### config.mk
export PLATFORM = sky130hd
export DESIGN_NAME = alu_mul_sequencer_flat
export DESIGN_NICKNAME = d
export VERILOG_FILES = /design/src/rtl/alu_mul_sequencer_if.sv /design/src/rtl/alu_mul_sequencer.sv /design/src/flat_wrapper.sv
export SDC_FILE = /design/constraint.sdc
export NUM_CORES = 1
export LEC_CHECK = 0
export CAP_MARGIN = 20
export CORE_MARGIN = 5
export CORE_UTILIZATION = 62
export CTS_BUF_LIST = sky130_fd_sc_hd__clkbuf_16
export CTS_CLUSTER_DIAMETER = 100
export CTS_CLUSTER_SIZE = 10
export DETAILED_ROUTE_END_ITERATION = 8
export DONT_BUFFER_PORTS = 1
export PLACE_DENSITY = 0.78
export SLEW_MARGIN = 20
export SYNTH_ARGS = -nofsm -noshare
export SYNTH_HDL_FRONTEND = slang
export SYNTH_SLANG_ARGS = --single-unit
### constraint.sdc
create_clock -name clk -period 3.85 [get_ports clk]
set_input_delay 0.1925 -clock clk [delete_from_list [all_inputs] [get_ports clk]]
set_output_delay 0.1925 -clock clk [all_outputs]
set_load 0.005 [all_outputs]
### src/rtl/alu_mul_sequencer_if.sv
// Handshake and shared-ALU bundle for the shift-add multiply sequencer.
// The slave modport is the sequencer; the master modport is the control unit plus ALU.
interface alu_mul_sequencer_if #(
  parameter int WIDTH = 32
);
  logic             start;
  logic [WIDTH-1:0] op_a;
  logic [WIDTH-1:0] op_b;
  logic             busy;
  logic             done;
  logic [WIDTH-1:0] result_hi;
  logic [WIDTH-1:0] result_lo;
  logic [WIDTH-1:0] alu_a;
  logic [WIDTH-1:0] alu_b;
  logic [1:0]       alu_ctrl;
  logic [WIDTH-1:0] alu_out;

  modport slave (
    input  start, op_a, op_b, alu_out,
    output busy, done, result_hi, result_lo, alu_a, alu_b, alu_ctrl
  );

  modport master (
    output start, op_a, op_b, alu_out,
    input  busy, done, result_hi, result_lo, alu_a, alu_b, alu_ctrl
  );
endinterface

### src/rtl/alu_mul_sequencer.sv
// Unsigned WIDTH x WIDTH shift-add multiplier using the shared ALU for one add per cycle.
// Latency WIDTH+1 cycles from accepted start to done; start ignored while busy. Option: ALU_SEQ_ZERO_SKIP_EN.
module alu_mul_sequencer #(
  parameter int         WIDTH   = 32,
  parameter logic [1:0] ALU_ADD = 2'b00
) (
  input  logic                 clk,
  input  logic                 rst_n,
  alu_mul_sequencer_if.slave   bus
);

  localparam int CW = $clog2(WIDTH) + 1;

  typedef enum logic [1:0] {
    IDLE = 2'd0,
    RUN  = 2'd1,
    DONE = 2'd2
  } state_t;

  state_t           state_q,  state_d;
  logic [WIDTH-1:0] hi_q,     hi_d;
  logic [WIDTH-1:0] lo_q,     lo_d;
  logic [WIDTH-1:0] mcand_q,  mcand_d;
  logic [CW-1:0]    cnt_q,    cnt_d;
  logic [WIDTH-1:0] res_hi_q, res_hi_d;
  logic [WIDTH-1:0] res_lo_q, res_lo_d;

  logic [WIDTH-1:0] alu_a_w;
  logic [WIDTH-1:0] alu_b_w;
  logic [WIDTH-1:0] sum_w;
  logic             carry_w;
  logic [WIDTH-1:0] nxt_hi_w;
  logic [WIDTH-1:0] nxt_lo_w;

  // The ALU is only driven with live data in RUN so it sees quiet inputs otherwise.
  assign alu_a_w  = (state_q == RUN) ? hi_q : '0;
  assign alu_b_w  = (state_q == RUN && lo_q[0]) ? mcand_q : '0;
  assign sum_w    = bus.alu_out;
  // The ALU has no carry out; an unsigned add wrapped iff the sum is below an addend.
  assign carry_w  = (sum_w < alu_a_w);
  assign nxt_hi_w = {carry_w, sum_w[WIDTH-1:1]};
  assign nxt_lo_w = {sum_w[0], lo_q[WIDTH-1:1]};

  assign bus.alu_a     = alu_a_w;
  assign bus.alu_b     = alu_b_w;
  assign bus.alu_ctrl  = ALU_ADD;
  assign bus.busy      = (state_q != IDLE);
  assign bus.done      = (state_q == DONE);
  assign bus.result_hi = res_hi_q;
  assign bus.result_lo = res_lo_q;

  always_comb begin
    state_d  = state_q;
    hi_d     = hi_q;
    lo_d     = lo_q;
    mcand_d  = mcand_q;
    cnt_d    = cnt_q;
    res_hi_d = res_hi_q;
    res_lo_d = res_lo_q;

    unique case (state_q)
      IDLE: begin
        if (bus.start) begin
          mcand_d = bus.op_a;
          lo_d    = bus.op_b;
          hi_d    = '0;
          cnt_d   = '0;
          state_d = RUN;
`ifdef ALU_SEQ_ZERO_SKIP_EN
          if (bus.op_a == '0 || bus.op_b == '0) begin
            res_hi_d = '0;
            res_lo_d = '0;
            state_d  = DONE;
          end
`endif
        end
      end

      RUN: begin
        hi_d  = nxt_hi_w;
        lo_d  = nxt_lo_w;
        cnt_d = cnt_q + CW'(1);
        // Results are captured on the edge that enters DONE so they are valid with done.
        if (cnt_q == CW'(WIDTH - 1)) begin
          res_hi_d = nxt_hi_w;
          res_lo_d = nxt_lo_w;
          state_d  = DONE;
        end
      end

      DONE: begin
        state_d = IDLE;
      end

      default: begin
        state_d = IDLE;
      end
    endcase
  end

  always_ff @(posedge clk or negedge rst_n) begin
    if (!rst_n) begin
      state_q  <= IDLE;
      hi_q     <= '0;
      lo_q     <= '0;
      mcand_q  <= '0;
      cnt_q    <= '0;
      res_hi_q <= '0;
      res_lo_q <= '0;
    end else begin
      state_q  <= state_d;
      hi_q     <= hi_d;
      lo_q     <= lo_d;
      mcand_q  <= mcand_d;
      cnt_q    <= cnt_d;
      res_hi_q <= res_hi_d;
      res_lo_q <= res_lo_d;
    end
  end

endmodule

### src/flat_wrapper.sv
// flat-port wrapper written by rule: the top's interface ports become plain ports
module alu_mul_sequencer_flat 
#(
  parameter int         WIDTH   = 32,
  parameter logic [1:0] ALU_ADD = 2'b00
)
  (clk, rst_n, bus_start, bus_op_a, bus_op_b, bus_alu_out, bus_busy, bus_done, bus_result_hi, bus_result_lo, bus_alu_a, bus_alu_b, bus_alu_ctrl);
  alu_mul_sequencer_if #(.WIDTH(WIDTH)) bus_i ();
  input  logic clk;
  input  logic rst_n;
  input wire logic [$bits(bus_i.start)-1:0] bus_start;
  input wire logic [$bits(bus_i.op_a)-1:0] bus_op_a;
  input wire logic [$bits(bus_i.op_b)-1:0] bus_op_b;
  input wire logic [$bits(bus_i.alu_out)-1:0] bus_alu_out;
  output wire logic [$bits(bus_i.busy)-1:0] bus_busy;
  output wire logic [$bits(bus_i.done)-1:0] bus_done;
  output wire logic [$bits(bus_i.result_hi)-1:0] bus_result_hi;
  output wire logic [$bits(bus_i.result_lo)-1:0] bus_result_lo;
  output wire logic [$bits(bus_i.alu_a)-1:0] bus_alu_a;
  output wire logic [$bits(bus_i.alu_b)-1:0] bus_alu_b;
  output wire logic [$bits(bus_i.alu_ctrl)-1:0] bus_alu_ctrl;
  assign bus_i.start = bus_start;
  assign bus_i.op_a = bus_op_a;
  assign bus_i.op_b = bus_op_b;
  assign bus_i.alu_out = bus_alu_out;
  assign bus_busy = bus_i.busy;
  assign bus_done = bus_i.done;
  assign bus_result_hi = bus_i.result_hi;
  assign bus_result_lo = bus_i.result_lo;
  assign bus_alu_a = bus_i.alu_a;
  assign bus_alu_b = bus_i.alu_b;
  assign bus_alu_ctrl = bus_i.alu_ctrl;
  alu_mul_sequencer #(.WIDTH(WIDTH), .ALU_ADD(ALU_ADD)) u_core (.clk(clk), .rst_n(rst_n), .bus(bus_i));
endmodule
After elaboration in Yosys (flattened, before gate mapping). Index checks and enable logic that the tools add are counted.

Add/sub/neg operators: 1. $lt $le $gt $ge: 1. Equal/unequal tests: 5. Muxes and demuxes: 11. Reduce and logical (&&, ||, !) cells: 8.

Operators with widths (count): $mux 32 (4); $pmux 32 s2 (2); $lt 32x32->1 (1); $pmux 6 s2 (1); $reduce_and 2->1 (4); $add 6x1->6 const B (1); $eq 6x5->1 const B (1); $mux 6 (1); $mux 2 (2); $ne 2x2->1 const B (2); $pmux 2 s2 (1); $reduce_bool 2->1 (2); $eq 2x1->1 const B (1); $eq 2x2->1 const B (1); $logic_not 2->1 (1); $logic_and 1x1->1 (1).

Register bits: 168. Word-level logic and storage cells: 33.

Depth between registers and ports, before layout. Gate-level depths: netlist (run 1).

Depth in word-level cells: 4. Mapped depth: 11. Depth with buffers taken out: 9.

Worst setup path before layout (run 1). Ideal clock, no wire load.

Path type: register to register. Start point: register u_core.state_q[0]. End point: register u_core.res_hi_q[31] (netlist: u_core.bus.result_hi[31]). Library setup time: 0.064 ns. Arrival time: 2.438 ns. Setup slack: 1.347 ns. Cell stages (with the launch flop): 12. Clock period less this slack: 2.503 ns. Path through: dfrtp_1 -> nor2b_1 -> clkbuf_1 -> clkbuf_1 -> nand2_1 -> ha_1 -> a21oi_1 -> o21ai_0 -> a211oi_1 -> nor3_1 -> a211oi_1 -> a31o_2.

Word-level cells in the longest chain between the ends: 3.

RTL lines: start, declared (RTL line alu_mul_sequencer.sv:20) `state_t state_q, state_d;`; start signal, assigned (RTL line alu_mul_sequencer.sv:111) `state_q <= state_d;`; $eq 2x1->1 * (RTL line alu_mul_sequencer.sv:36, alu_mul_sequencer.sv:61); $mux 32 (RTL line alu_mul_sequencer.sv:36) `assign alu_a_w = (state_q == RUN) ? hi_q : '0;`; $lt 32x32->1 (RTL line alu_mul_sequencer.sv:40) `assign carry_w = (sum_w < alu_a_w);`; end signal, assigned (RTL line alu_mul_sequencer.sv:116) `res_hi_q <= res_hi_d;`; end, declared (RTL line alu_mul_sequencer.sv:25) `logic [WIDTH-1:0] res_hi_q, res_hi_d;`.

Every way passes the cells marked *; elsewhere a longest branch is shown, timed or not. A chain may end at the register's enable or synchronous reset.

Worst setup path in the final report (run 1).
Start point: register u_core.state_q[0]. End point: register u_core.hi_q[31].

Word-level cells in the longest chain between the ends: 4.

RTL lines: $eq 2x1->1 (RTL line alu_mul_sequencer.sv:36, alu_mul_sequencer.sv:61); $mux 32 (RTL line alu_mul_sequencer.sv:36); $lt 32x32->1 (RTL line alu_mul_sequencer.sv:40); $pmux 32 s2 (RTL line alu_mul_sequencer.sv:61) `unique case (state_q)`; end signal, assigned (RTL line alu_mul_sequencer.sv:112) `hi_q <= hi_d;`; end, declared (RTL line alu_mul_sequencer.sv:21) `logic [WIDTH-1:0] hi_q, hi_d;`.

Several ways; a longest one is shown, not always the timed one.

==> impl_metrics.sql, run 1 <==
INSERT INTO impl_metrics (metric_group, metric, value, unit) VALUES
('yosys', 'synthesis.area', '0.00765', 'mm2'),
('cells_and_area', 'insertedDiodeCount', '0', ''),
('critical_path', 'path_class', 'reg -> reg', ''),
('cells_and_area', 'layout-area-overhead-vs-synth', '20.5', '%'),
('power', 'p_per_area', '555', 'mW/mm2'),
('cells_and_area', 'mostFrequentLayoutCell', 'sky130_fd_sc_hd__nand2_1', ''),
('sta', 'maxClockFrequency', '335', 'MHz'),
('cts', 'htree_num_levels', '4', ''),
('power', 'irDropWorstVdd', '0.000381', 'V'),
('floorplanning', 'std_cell_rows', '40', ''),
('cts', 'post-cts-setup-buffers', '0', ''),
('cts', 'clk_latency', '0.42', 'ns'),
('route', 'vias_per_cell', '5.89', ''),
('cells_and_area', 'fin_nets', '981', ''),
('power', 'p_total', '5.11', 'mW'),
('critical_path', 'crit_path_end_kind', 'register', ''),
('cells_and_area', 'layout-drive-gt1-share', '7.18', '%'),
('sta', 'rsz_0062_raised_after_global_routing', 'no', ''),
('route', 'drt_pass1_iterations', '5', ''),
('route', 'wl_per_cell', '19.6', 'um'),
('sta', 'timing.final.setup_violations', '0', ''),
('cts', 'tritoncts', 'done', ''),
('placement', 'detailedPlacementHpwl', '12200', 'um'),
('yosys', 'synth_sequential_area_ratio', '55.0', '%'),
('route', 'antenna_left', '0', ''),
('cts', 'clock-sinks', '168', ''),
('placement', 'numPlacedInstances', '902', ''),
('route', 'wirelength', '20200', 'um'),
('sta', 'final-max-slew-violation-count', '0', ''),
('route', 'drt_first_iter_violations', '627', ''),
('cts', 'post_cts_hold_buffer_count', '97', ''),
('cts', 'clockRootBuffer', 'sky130_fd_sc_hd__clkbuf_16', ''),
('floorplanning', 'die-area', '0.0147', 'mm2'),
('yosys', 'synth-seq-cells', '168', ''),
('floorplanning', 'floorplan.die.width', '121', 'um'),
('cts', 'cts-buffers-inserted', '17', ''),
('sta', 'fin_crit', '2.99', 'ns'),
('route', 'drcViolationCount', '0', ''),
('sta', 'worst_relative_slew_slack', '38.3', '%'),
('cells_and_area', 'most_frequent_cells_in_the_layout', '202 x sky130_fd_sc_hd__nand2_1, 168 x sky130_fd_sc_hd__dfrtp_1, 97 x sky130_fd_sc_hd__dlygate4sd3_1', ''),
('cts', 'clk_pin_slew_worst_paths', '0.06', 'ns'),
('outcome', 'status', 'finished, violations left', ''),
('floorplanning', 'floorplan.initialDensity', '63.4', '%'),
('route', 'dr_total_vias', '6070', ''),
('critical_path', 'crit_fanout', '81', ''),
('placement', 'place.gp.congestion', '0.858', ''),
('power', 'total_leakage_power', '4.44', 'nW'),
('sta', 'hold_viol_final', '168', ''),
('global_route', 'first_global_vias', '6311', ''),
('sta', 'clock-skew-final', '0.00494', 'ns'),
('floorplanning', 'die_y', '121', 'um'),
('critical_path', 'critPathArrivalTime', '3.34', 'ns'),
('yosys', 'post_synth_cell_types', '34', ''),
('sta', 'timing.final.crit_share', '77.6', '%'),
('outcome', 'failed_checks', 'hold timing', ''),
('cts', 'clock_path_buffers', '2', ''),
('critical_path', 'worstSetupStartpointType', 'register', ''),
('yosys', 'cell_count_after_synthesis', '776', ''),
('yosys', 'synth_area_per_cell', '9.86', 'um2'),
('cells_and_area', 'n_fill_cell', '766', ''),
('global_route', 'initial_antenna_violation_count', '0', ''),
('job', 'maxCapViolCount', '0', ''),
('worst_hold_path', 'holdCritPathClass', 'in -> async', ''),
('global_route', 'grt_start_max_net_pins', '169', ''),
('cts', 'cts_repair_resize_count', '0', ''),
('sta', 'finalHoldWorstSlack', '-0.528', 'ns'),
('placement', 'buffers_added_on_ports', '0', ''),
('global_route', 'grt_util_all_layers', '27.9', '%'),
('yosys', 'yosysWarningCount', '0', ''),
('sta', 'transition_at_the_pin_with_the_smallest_max_transition_slack', '0.926', 'ns'),
('floorplanning', 'floorplan.core_area', '0.0121', 'mm2'),
('cells_and_area', 'finish.cell_count_without_fillers', '1031', ''),
('sta', 'setup-tns-final', '0', 'ns'),
('critical_path', 'worst_ep_required_time', '4.21', 'ns'),
('global_route', 'gr-total-overflow', '0', ''),
('global_route', 'global_route_wire_length_before_repair', '32400', 'um'),
('floorplanning', 'num_io_pins', '231', '');
==> stage by stage <==
stage / instance area (um2) / util [%] / setup slack (ns) / hold WS, ns
floorplan: 7650 / - / 1.35 / -0.103
global placement: 7700 / 63.8 / 1.14 / -0.0985
detailed placement: 7700 / 63.8 / 0.990 / -0.0991
CTS: 9210 / 76.4 / 0.969 / -0.542
global route: 9220 / 76.4 / 0.643 / -0.557
finish: 9220 / 76.4 / 0.861 / -0.528
==> critical path, stage by stage (launching register included) <==
cell and delay (ns):
sky130_fd_sc_hd__dfrtp_1 0.40, sky130_fd_sc_hd__nor2b_4 0.46, sky130_fd_sc_hd__buf_12 0.34, sky130_fd_sc_hd__nand2_1 0.13, sky130_fd_sc_hd__ha_1 0.35, sky130_fd_sc_hd__a21oi_1 0.18, sky130_fd_sc_hd__o21ai_0 0.16, sky130_fd_sc_hd__a211oi_1 0.24
sky130_fd_sc_hd__nor3_1 0.09, sky130_fd_sc_hd__a211oi_1 0.32, sky130_fd_sc_hd__a31o_2 0.20
==> state kept, by name, indices dropped and copies added, names as in the netlist <==
signal / cells
u_core.bus.result_hi: 32
u_core.bus.result_lo: 32
u_core.hi_q: 32
u_core.lo_q: 32
u_core.mcand_q: 32
u_core.cnt_q: 6
u_core.state_q: 2
==> routing by layer <==
layer	track usage, %	wire (um)	part of all wire [%]
met4	9.92	576	2.8
met1	33.5	7520	37
met5	0	0	0
met2	47.2	10400	51
met3	8.86	1770	8.8
==> cells in the mapped netlist <==
cell type | number | share of area [%]
sky130_fd_sc_hd__a211oi_1 | 3 | 0.29
sky130_fd_sc_hd__a21o_1 | 3 | 0.29
sky130_fd_sc_hd__a21oi_1 | 13 | 0.85
sky130_fd_sc_hd__a22oi_1 | 1 | 0.098
sky130_fd_sc_hd__a31o_2 | 2 | 0.23
sky130_fd_sc_hd__a31oi_1 | 2 | 0.16
sky130_fd_sc_hd__and2_1 | 2 | 0.16
sky130_fd_sc_hd__and3_1 | 33 | 2.7
sky130_fd_sc_hd__and4_1 | 1 | 0.11
sky130_fd_sc_hd__buf_1 | 5 | 0.25
sky130_fd_sc_hd__buf_2 | 4 | 0.26
sky130_fd_sc_hd__buf_4 | 3 | 0.29
sky130_fd_sc_hd__buf_6 | 4 | 0.59
sky130_fd_sc_hd__clkbuf_1 | 32 | 1.6
sky130_fd_sc_hd__conb_1 | 1 | 0.049
sky130_fd_sc_hd__dfrtp_1 | 168 | 55
sky130_fd_sc_hd__ha_1 | 32 | 5.2
sky130_fd_sc_hd__inv_1 | 34 | 1.7
sky130_fd_sc_hd__mux2_1 | 40 | 5.9
sky130_fd_sc_hd__mux2_2 | 23 | 3.4
sky130_fd_sc_hd__nand2_1 | 204 | 10
sky130_fd_sc_hd__nand2b_1 | 1 | 0.082
sky130_fd_sc_hd__nand3_1 | 5 | 0.33
sky130_fd_sc_hd__nand4_1 | 7 | 0.57
sky130_fd_sc_hd__nor2_1 | 65 | 3.2
sky130_fd_sc_hd__nor2b_1 | 5 | 0.41
sky130_fd_sc_hd__nor3_1 | 2 | 0.13
sky130_fd_sc_hd__nor4_1 | 1 | 0.082
sky130_fd_sc_hd__nor4_4 | 1 | 0.28
sky130_fd_sc_hd__o211ai_1 | 1 | 0.098
sky130_fd_sc_hd__o21ai_0 | 43 | 2.8
sky130_fd_sc_hd__o22ai_1 | 31 | 2.5
sky130_fd_sc_hd__o31ai_1 | 3 | 0.29
sky130_fd_sc_hd__xor2_1 | 1 | 0.11
==> power breakdown <==
group / switching, mW / internal [mW] / total [mW]
clock: 0.651 / 0.931 / 1.58
combinational: 0.610 / 0.476 / 1.09
sequential: 0.308 / 2.14 / 2.44
total: 1.57 / 3.54 / 5.11
==> cell families (layout without fill, tap and decap cells) <==
family          count (synthesis)  count (layout)  share of synthesized area, %
xor+xnor                        1               1                         0.115
buf+inv                        82             168                          4.63
mux                            63              63                          9.28
compound gates                102             102                          7.67
simple gates                  327             327                          18.1
other cells                     1               2                        0.0490
fa+ha+maj                      32              32                          5.23
flops                         168             168                          55.0
==> final timing paths <==
path / startpoint / end / slack [ns] / cells after the start
worst max-delay path: u_core.state_q[0] / u_core.hi_q[31] / 0.86 / 10
worst max register to register: u_core.state_q[0] / u_core.hi_q[31] / 0.86 / 10
max in group asynchronous: rst_n / u_core.hi_q[29] / 4.11 / 0
worst min-delay path: rst_n / u_core.bus.result_lo[23] / -0.53 / 0
min in group clk: bus_alu_out[31] / u_core.bus.result_hi[31] / 0.23 / 3
worst min register to register: u_core.mcand_q[10] / u_core.mcand_q[10] / 0.47 / 2
==> cell type report <==
| cell class | count | area, um2 | share of cell area, % |
|---|---|---|---|
| repair buffers | 102 | 1020 | 11.1 |
| well taps | 168 | 210 | 2.28 |
| multi-input cells | 527 | 3110 | 33.7 |
| inverters | 34 | 128 | 1.38 |
| clock inverters | 15 | 118 | 1.28 |
| flip-flops and latches | 168 | 4200 | 45.6 |
| clock buffers | 17 | 425 | 4.62 |
Power figures use the tool's default switching activity.
==> inputs of run 2 (changes only) <==
- CORE_UTILIZATION: 62 -> 57
- PLACE_DENSITY: 0.78 -> 0.75
- clock period: 3.85 -> 2.6 ns (I/O delays scaled with it)
==> run 2 against run 1 <==
Effect of this change: the run still ends with hold timing left; count of clock-buffer cells in the layout did not move; worst hold slack got worse by 0.062 ns; final area rose by 0.88%; routed wire length rose by 1.2%; critical path depth did not move; cell count rose by 1.7%; sequential share of layout area fell by 0.40 points; sequential power rose by 48%; core utilization fell by 5.9 points; die area rose by 8.0%; register-to-register slack got worse by 0.70 ns; combinational power rose by 48%; largest cell class unchanged; largest power group unchanged.
==> impl_metrics.sql, run 2 (same netlist as run 1, synthesis figures left out) <==
INSERT INTO impl_metrics (metric_group, metric, value, unit) VALUES
('floorplanning', 'floorplan.initialDensity', '58.0', '%'),
('sta', 'fin_crit', '2.44', 'ns'),
('global_route', 'gr_busiest_metal', 'met2', ''),
('cells_and_area', 'finish.cell_count_without_fillers', '1049', ''),
('cts', 'clk_pin_slew_worst_paths', '0.06', 'ns'),
('cts', 'post_cts_hold_buffer_count', '96', ''),
('global_route', 'groute.layer.met2.usage', '44.3', '%'),
('critical_path', 'critical_path.cell_chain', 'nor2b_4, buf_12, nand2_1, ha_1, nand3_1, a31oi_1, o31ai_2, a211oi_1, o31ai_1, a31o_2', ''),
('critical_path', 'worstSetupStartpointType', 'register', ''),
('power', 'p_total', '7.44', 'mW'),
('global_route', 'global_route_wire_length_before_repair', '32900', 'um'),
('placement', 'buffers_added_on_ports', '0', ''),
('cells_and_area', 'layout-drive-gt1-share', '8.37', '%'),
('sta', 'worst_relative_slew_slack', '45.4', '%'),
('power', 'irDropWorstVdd', '0.000475', 'V'),
('floorplanning', 'die_y', '126', 'um'),
('cells_and_area', 'fin_util', '70.5', '%'),
('floorplanning', 'std_cell_rows', '42', ''),
('route', 'drt_pass1_iterations', '5', ''),
('outcome', 'failed_checks', 'hold timing', ''),
('global_route', 'gr-usage-met3', '7.54', '%'),
('job', 'maxCapViolCount', '0', ''),
('route', 'drcViolationCount', '0', ''),
('sta', 'hold_viol_final', '168', ''),
('placement', 'place.gp.congestion', '0.820', ''),
('route', 'drt_first_iter_violations', '546', ''),
('floorplanning', 'die-area', '0.0158', 'mm2'),
('outcome', 'status', 'finished, violations left', ''),
('route', 'wl_per_cell', '19.5', 'um'),
('placement', 'detailedPlacementHpwl', '12700', 'um'),
('sta', 'setup-tns-final', '0', 'ns'),
('power', 'total_leakage_power', '4.46', 'nW'),
('power', 'p_per_area', '800', 'mW/mm2'),
('floorplanning', 'floorplan.core_area', '0.0132', 'mm2'),
('global_route', 'grt_util_all_layers', '25.8', '%'),
('cts', 'htree_num_levels', '4', ''),
('route', 'wirelength', '20500', 'um'),
('cells_and_area', 'most_frequent_cells_in_the_layout', '203 x sky130_fd_sc_hd__nand2_1, 168 x sky130_fd_sc_hd__dfrtp_1, 96 x sky130_fd_sc_hd__dlygate4sd3_1', ''),
('critical_path', 'crit_path_end_kind', 'register', ''),
('critical_path', 'path_class', 'reg -> reg', ''),
('critical_path', 'reg_to_reg_slack_setup', '0.16', 'ns'),
('placement', 'numPlacedInstances', '917', ''),
('floorplanning', 'floorplan.die.width', '126', 'um'),
('cells_and_area', 'fin_nets', '990', ''),
('cts', 'clockRootBuffer', 'sky130_fd_sc_hd__clkbuf_16', ''),
('cts', 'cts-buffers-inserted', '17', ''),
('global_route', 'gr-total-overflow', '0', ''),
('cells_and_area', 'mostFrequentLayoutCell', 'sky130_fd_sc_hd__nand2_1', ''),
('sta', 'final-max-slew-violation-count', '0', ''),
('global_route', 'first_global_vias', '6306', ''),
('sta', 'finalHoldWorstSlack', '-0.590', 'ns'),
('sta', 'clock-skew-final', '0.00896', 'ns'),
('route', 'antenna_left', '0', ''),
('global_route', 'grt_start_max_net_pins', '169', ''),
('sta', 'timing.final.crit_share', '93.8', '%'),
('critical_path', 'crit_fanout', '26', ''),
('floorplanning', 'num_io_pins', '231', ''),
('critical_path', 'slowest_delay', '0.41', 'ns'),
('sta', 'rsz_0062_raised_after_global_routing', 'no', ''),
('critical_path', 'critPathArrivalTime', '2.74', 'ns'),
('worst_hold_path', 'holdCritPathClass', 'in -> async', ''),
('critical_path', 'slowest_stage', 'sky130_fd_sc_hd__dfrtp_1', ''),
('sta', 'maxClockFrequency', '410', 'MHz'),
('route', 'vias_per_cell', '5.77', ''),
('global_route', 'initial_antenna_violation_count', '0', ''),
('cts', 'clock_path_buffers', '2', ''),
('global_route', 'grt_util_met1', '31.0', '%'),
('sta', 'transition_at_the_pin_with_the_smallest_max_transition_slack', '0.819', 'ns'),
('cts', 'clock-sinks', '168', ''),
('cts', 'tritoncts', 'done', ''),
('cts', 'clk_latency', '0.42', 'ns'),
('route', 'dr_total_vias', '6055', ''),
('sta', 'timing.final.setup_violations', '0', ''),
('critical_path', 'worst_ep_required_time', '2.90', 'ns'),
('cells_and_area', 'layout-area-overhead-vs-synth', '21.6', '%');
run 2: cell count changes in the layout (fill, tap and decap cells not counted), sizes merged:
cell	previous run	this run
buf	5	14
clkinvlp	0	5
clkinv	12	8
bufinv	2	0
clkbuf	17	18
diode	0	1
dlygate4sd3	97	96
inv	35	36
run 2: timing repair:
action	4_1_cts	5_1_grt
buffers inserted	0	2
resized for setup	0	1
setup endpoints to repair	0	2
endpoints found under the hold margin	295	168
run 2: layout make-up:
type | instances | area, um2
sequential | 168 | 4200
fill | 943 | 3890
multi-input combinational | 527 | 3110
timing repair buffer | 111 | 1120
clock buffer | 17 | 425
tap | 176 | 220
inverter | 34 | 128
clock inverter | 15 | 88.8
antenna | 1 | 2.50
run 2: final timing paths:
| check | startpoint | to | cells past startpoint |
|---|---|---|---|
| min | rst_n | u_core.bus.result_hi[21] | 0 |
| max reg2reg | u_core.state_q[0] | u_core.hi_q[31] | 10 |
| max | u_core.state_q[0] | u_core.hi_q[31] | 10 |
| min reg2reg | u_core.mcand_q[5] | u_core.mcand_q[5] | 2 |
| max in group asynchronous | rst_n | u_core.bus.result_lo[12] | 0 |
| min in group clk | bus_start | u_core.hi_q[2] | 2 |
run 2: per-stage QoR:
| stage | area (um2) | setup WS [ns] |
|---|---|---|
| floorplan | 7650 | 0.0974 |
| global placement | 7770 | 0.249 |
| detailed placement | 7770 | 0.112 |
| CTS | 9250 | 0.0983 |
| global route | 9300 | 0.0366 |
| finish | 9300 | 0.162 |
run 2: power breakdown:
part / internal, mW / switching [mW] / total, mW
logic: 0.725 / 0.889 / 1.61
registers: 3.16 / 0.458 / 3.62
clock network: 1.20 / 1.01 / 2.21
total: 5.09 / 2.35 / 7.44
run 2: per-layer routing:
layer | part of all wire [%] | wire length, um
met1 | 38 | 7750
met2 | 52 | 10600
met3 | 7.7 | 1590
met4 | 2.4 | 496
met5 | 0 | 0
run 2: worst max-delay path: cells and delay by family, from the launching register on:
family,cells,cell delay (ns)
compound gates,5,1.02
fa+ha+maj,1,0.31
simple gates,3,0.40
buf+inv,1,0.19
flops,1,0.41
